--- config.mk ---
export PLATFORM = sky130hd
export DESIGN_NAME = eq_coef_loader
export DESIGN_NICKNAME = d
export VERILOG_FILES = /design/src/rtl/eq_pkg.sv /design/src/rtl/eq_coef_loader.sv
export SDC_FILE = /design/constraint.sdc
export NUM_CORES = 1
export LEC_CHECK = 0
export ABC_AREA = 1
export CAP_MARGIN = 20
export CORE_MARGIN = 1
export CORE_UTILIZATION = 50
export DETAILED_ROUTE_END_ITERATION = 10
export GPL_TIMING_DRIVEN = 0
export PLACE_DENSITY = 0.74
export REMOVE_ABC_BUFFERS = 1
export SYNTH_ARGS = -nofsm -noshare
export SYNTH_HDL_FRONTEND = slang
export SYNTH_SLANG_ARGS = --single-unit
--- constraint.sdc ---
create_clock -name i_clk -period 1.9 [get_ports i_clk]
set_clock_uncertainty 0.05 [all_clocks]
set_input_delay 0.38 -clock i_clk [delete_from_list [all_inputs] [get_ports i_clk]]
set_output_delay 0.38 -clock i_clk [all_outputs]
set_load 0.03 [all_outputs]
--- src/rtl/eq_pkg.sv ---
// Shared definitions for the biquad equalizer coefficient loader:
// loader state encoding, stage count, header field layout and the
// order in which coefficient words arrive in the stream.
package eq_pkg;

    typedef enum logic [1:0] {
        IDLE,
        COLLECT,
        WRITE,
        DONE
    } state_e;

    // Number of equalizer stages; filter select values run 1..NUM_FILT.
    localparam int NUM_FILT = 5;
    localparam logic [2:0] FILT_LAST = 3'(NUM_FILT);

    // Header word layout: low bits carry the target index, the rest is ignored.
    localparam int         IDX_LSB       = 0;
    localparam int         IDX_W         = 3;
    localparam logic [2:0] IDX_BROADCAST = 3'd0;

    // Position of each coefficient within a set (word counter value).
    localparam logic [2:0] B0 = 3'd0;
    localparam logic [2:0] B1 = 3'd1;
    localparam logic [2:0] B2 = 3'd2;
    localparam logic [2:0] A1 = 3'd3;
    localparam logic [2:0] A2 = 3'd4;

endpackage

--- src/rtl/eq_coef_loader.sv ---
// Coefficient programmer for the five-stage biquad equalizer.
// Takes a header word plus five coefficient words (b0, b1, b2, a1, a2),
// buffers the complete set, then strobes it into one stage or all stages.
// Optional build macro: EQ_COEF_LOADER_IDLE_WAIT_EN -- when defined, each
// write waits for the equalizer to report idle (i_eq_idle).
module eq_coef_loader
    import eq_pkg::*;
(
    input  logic        i_clk,
    input  logic        i_rst_n,
    input  logic [31:0] i_word,
    input  logic        i_word_valid,
    output logic        o_word_ready,
    input  logic        i_clear,
    input  logic        i_eq_idle,
    output logic        o_set_coef,
    output logic [2:0]  o_set_filt,
    output logic [31:0] o_b0,
    output logic [31:0] o_b1,
    output logic [31:0] o_b2,
    output logic [31:0] o_a1,
    output logic [31:0] o_a2,
    output logic        o_busy,
    output logic        o_done,
    output logic        o_err
);

    state_e            state_q, state_d;
    logic [2:0]        cnt_q, cnt_d;         // word index within the set
    logic [2:0]        tgt_q, tgt_d;         // header target for single mode
    logic              bcast_q, bcast_d;
    logic [4:0][31:0]  coll_q, coll_d;       // set being collected
    logic [4:0][31:0]  coef_q, coef_d;       // set presented to the equalizer
    logic              set_coef_q, set_coef_d;  // a write slot is armed
    logic [2:0]        set_filt_q, set_filt_d;  // also serves as filter counter
    logic              busy_q, busy_d;
    logic              done_q, done_d;
    logic              err_q, err_d;

    logic              accept;
    logic              wr_gate;
    logic              write_fire;
    logic [IDX_W-1:0]  hdr_idx;

`ifdef EQ_COEF_LOADER_IDLE_WAIT_EN
    assign wr_gate = i_eq_idle;
`else
    logic unused_eq_idle;
    assign unused_eq_idle = i_eq_idle;
    assign wr_gate        = 1'b1;
`endif

    assign o_word_ready = (state_q == IDLE) || (state_q == COLLECT);
    assign accept       = i_word_valid && o_word_ready;
    assign hdr_idx      = i_word[IDX_LSB +: IDX_W];
    assign write_fire   = set_coef_q && wr_gate;

    // Next-state, collection and output register computation.
    always_comb begin
        // NOTE: every variable gets a default here so no path leaves one unassigned (no latches).
        state_d    = state_q;
        cnt_d      = cnt_q;
        tgt_d      = tgt_q;
        bcast_d    = bcast_q;
        coll_d     = coll_q;
        coef_d     = coef_q;
        set_coef_d = set_coef_q;
        set_filt_d = set_filt_q;
        done_d     = 1'b0;
        err_d      = 1'b0;

        if (i_clear) begin
            state_d    = IDLE;
            cnt_d      = 3'd0;
            set_coef_d = 1'b0;
        end else begin
            case (state_q)
                IDLE: begin
                    if (accept) begin
                        if (hdr_idx > FILT_LAST) begin
                            err_d = 1'b1;
                        end else begin
                            bcast_d = (hdr_idx == IDX_BROADCAST);
                            tgt_d   = hdr_idx;
                            cnt_d   = 3'd0;
                            state_d = COLLECT;
                        end
                    end
                end
                COLLECT: begin
                    if (accept) begin
                        // NOTE: blocking update in always_comb, so coef_d below sees the final word.
                        coll_d[cnt_q] = i_word;
                        if (cnt_q == A2) begin
                            coef_d     = coll_d;
                            cnt_d      = 3'd0;
                            state_d    = WRITE;
                            set_coef_d = 1'b1;
                            set_filt_d = bcast_q ? 3'd1 : tgt_q;
                        end else begin
                            cnt_d = cnt_q + 3'd1;
                        end
                    end
                end
                WRITE: begin
                    // A stalled slot simply holds; the pending target is retried.
                    if (write_fire) begin
                        if (!bcast_q || (set_filt_q == FILT_LAST)) begin
                            set_coef_d = 1'b0;
                            done_d     = 1'b1;
                            state_d    = DONE;
                        end else begin
                            set_filt_d = set_filt_q + 3'd1;
                        end
                    end
                end
                DONE: begin
                    state_d = IDLE;
                end
                default: begin
                    state_d = IDLE;
                end
            endcase
        end

        busy_d = (state_d != IDLE);
    end

    // State and output registers with asynchronous reset.
    always_ff @(posedge i_clk or negedge i_rst_n) begin
        if (!i_rst_n) begin
            state_q    <= IDLE;
            cnt_q      <= 3'd0;
            tgt_q      <= 3'd0;
            bcast_q    <= 1'b0;
            // NOTE: the buffers are plain flops with defined reset values, not RAM, so they are reset too.
            coll_q     <= '0;
            coef_q     <= '0;
            set_coef_q <= 1'b0;
            set_filt_q <= 3'd0;
            busy_q     <= 1'b0;
            done_q     <= 1'b0;
            err_q      <= 1'b0;
        end else begin
            state_q    <= state_d;
            cnt_q      <= cnt_d;
            tgt_q      <= tgt_d;
            bcast_q    <= bcast_d;
            coll_q     <= coll_d;
            coef_q     <= coef_d;
            set_coef_q <= set_coef_d;
            set_filt_q <= set_filt_d;
            busy_q     <= busy_d;
            done_q     <= done_d;
            err_q      <= err_d;
        end
    end

    assign o_set_coef = write_fire;
    assign o_set_filt = set_filt_q;
    assign o_b0       = coef_q[B0];
    assign o_b1       = coef_q[B1];
    assign o_b2       = coef_q[B2];
    assign o_a1       = coef_q[A1];
    assign o_a2       = coef_q[A2];
    assign o_busy     = busy_q;
    assign o_done     = done_q;
    assign o_err      = err_q;

endmodule

==> flow_summary.yaml <==
clock_tree:
  clock-sinks: 336
  clkLatencyLatePin_ns: 0.51
  max-clock-path-buffers: 3
  cts_tree: "done"
  path_clk_slew_ns: 0.06
  cts_root_buffer: "clkbuf_16"
  cts_made_buffers: 36
  htreeDepth: 2
timing:
  worst_slew_pin_slew_ns: 0.942
  period_share_pct: 102
  whs_ns: 0.341
  fin_ws_ns: -0.0463
  max_freq_mhz: 514
  setup_viol: 2
  finalMaxSlewViolations: 0
  rsz0062_at_grt: "true"
  min_period_ns: 1.95
  relSlewSlack_pct: 37.1
  finalHoldViolCount: 0
placed_design:
  hpwl_mm: 21.4
  port_buffers: 203
  gp_congestion: 0.858
  place_ws_ns: -1.48
die:
  dieArea_um2: 29600
  ioPinCount: 205
  die_x_um: 172
  initial_utilization_pct: 51.4
  fp.coreArea_um2: 28200
  die_y_um: 172
  num_rows: 61
synth:
  synth.largest_area_cell: "dfrtp_1"
  synth_area_um2: 14500
  syn_avg_cell_area_um2: 7.84
  ys_seq_area_share_pct: 58.1
  synth_cell_type_count: 19
  synth_seq_cells: 336
  yosys_warnings: 0
  yosys-top-cells-area: "dfrtp_1, nand2_1, o21ai_0, buf_2, clkbuf_1"
  postSynthCellCount: 1847
  synth_top_area_share_pct: 58.1
route:
  vias_per_cell: 5.41
  drt-total-wl_mm: 45.8
  drt_iter0_drc: 1546
  drc: 0
  first_pass_iters: 8
  num_vias: 13400
  post_drt_wl_per_cell_um: 18.5
  ant_nets: 0
setup_path:
  crit_required_ns: 2.24
  start_kind: "flip-flop"
  reg2reg_slack_ns: -0.05
  worstPathArrival_ns: 2.28
  endpoint_kind: "flip-flop"
  path_class: "flip-flop to flip-flop"
  crit_fanout: 5
  rr_worst_depth: 10
grt:
  gr-usage-all-layers_pct: 30.0
  overflow: 0
  grt_pass1_wl_mm: 68.4
  grt_max_degree: 110
  antenna_found_initial: 1
  grt_pass1_vias: 12900
power_and_ir_drop:
  p_per_area_nw_per_um2: 870
  max-vdd-ir-drop_mv: 0.561
  p_leak_nw: 10.8
  total_power_mw: 16.5
finish:
  syn2layout_area_growth_pct: 30.6
  final_nets: 2105
  drive_gt1_share_pct: 7.46
  diodes: 0
  final_core_util_pct: 67.1
status:
  violations: "negative setup slack"
  status: "complete, but fails checks"
flow_run:
  drv_cap: 0
hold_path:
  min_path_type: "input port to async pin"
## worst max-delay path: stages, from the launching register on
cell and delay (ns):
dfrtp_2 0.46, inv_4 0.11, ha_4 0.14, nand2_2 0.06
clkinv_4 0.10, nand4_4 0.23, buf_6 0.23, buf_16 0.13
buf_4 0.14, nand2_1 0.07, o21ai_0 0.10
## through the flow
step | setup TNS, ns | instances | cell area [um2]
global placement | -6543.03 | 2329 | 16500
CTS | -0.453 | 2449 | 18600
detailed placement | -411.93 | 2345 | 16900
global route | -0.503 | 2468 | 18900
finish | -0.0518 | 2468 | 18900
floorplan | -742.79 | 1748 | 14000
## cell usage in the layout (no fill, tap or decap), drive strengths merged
cell type      instances
inv                   55
clkinv                 6
ha                     4
clkdlybuf4s15          1
nand4                  8
nand2               1154
clkbuf                58
o21ai                170
xor2                   1
nor2                  14
buf                   57
nand3                 13
dfrtp                336
bufinv                 2
bufbuf                 5
clkdlybuf4s50         33
dlygate4sd3            1
dlygate4sd2          167
a21oi                  5
## sequential cells by signal, summed over array words and instances (netlist names)
register    flops
coll_q        160
o_a1           32
o_a2           32
o_b0           32
o_b1           32
o_b2           32
cnt_q           3
o_set_filt      3
tgt_q           3
state_q         2
bcast_q         1
o_busy          1
o_done          1
o_err           1
o_set_coef      1
## power by group
group          switching [mW]  internal (mW)  leakage [nW]  total, mW
registers               0.230           7.58          4.61       7.81
logic                   0.971          0.541          5.61       1.51
clock network            2.89           4.24         0.594       7.13
total                    4.09           12.4          10.8       16.5
## cells in the mapped netlist
cell         n
a21oi_1      5
buf_1        2
buf_2       42
buf_4        4
clkbuf_1    51
dfrtp_1    336
ha_1         4
inv_1       46
inv_2        5
nand2_1   1148
nand2_2      5
nand3_1      9
nand3_2      1
nand4_1      4
nand4_4      1
nor2_1      11
nor2_4       2
o21ai_0    170
xor2_1       1
## kinds of logic (layout without fill, tap and decap cells)
family | Yosys count | in the layout | share of synthesized area, %
compound gates | 175 | 175 | 6.05
xor+xnor | 1 | 1 | 0.0605
fa+ha+maj | 4 | 4 | 0.346
buf+inv | 150 | 385 | 4.36
flops | 336 | 336 | 58.1
simple gates | 1181 | 1189 | 31.1
## per-layer routing
| metal | track usage (%) | part of all wire, % | vias to the layer above |
|---|---|---|---|
| met4 | 10.4 | 3.6 | 2 |
| met1 | 40.4 | 41 | 6361 |
| met5 | 0 | 0.020 | - |
| met2 | 48.1 | 46 | 685 |
| li1 | - | - | 6142 |
| met3 | 6.34 | 9.6 | 165 |
## final timing paths
check | start | to
hold reg to reg | o_b0[2]$_DFFE_PN0P_ | o_b0[2]$_DFFE_PN0P_
hold / removal | i_rst_n | coll_q[31]$_DFFE_PN0P_
setup reg to reg | cnt_q[1]$_DFFE_PN0P_ | o_b2[31]$_DFFE_PN0P_
min in group i_clk | o_b0[2]$_DFFE_PN0P_ | o_b0[2]$_DFFE_PN0P_
max in group asynchronous | i_rst_n | coll_q[48]$_DFFE_PN0P_
setup / recovery | cnt_q[1]$_DFFE_PN0P_ | o_b2[31]$_DFFE_PN0P_
## layout make-up
class                           count  area (um2)
Multi-Input combinational cell   1369        5650
Timing Repair Buffer              267        2910
Clock buffer                       55        1090
Fill cell                        2271        9260
Sequential cell                   336        8420
Inverter                           51         233
Tap cell                          378         473
Clock inverter                      9         103
Timing Repair inverter              3        28.8
## what timing repair did
item                                   4_1_cts  5_1_grt
pin swaps                                    4        3
setup buffers                               21       12
setup endpoints to repair                  488      273
gates cloned                                18        7
hold buffers                                 1        0
resized for setup                          209       42
endpoints found under the hold margin       52        0
Power figures use the tool's default switching activity.
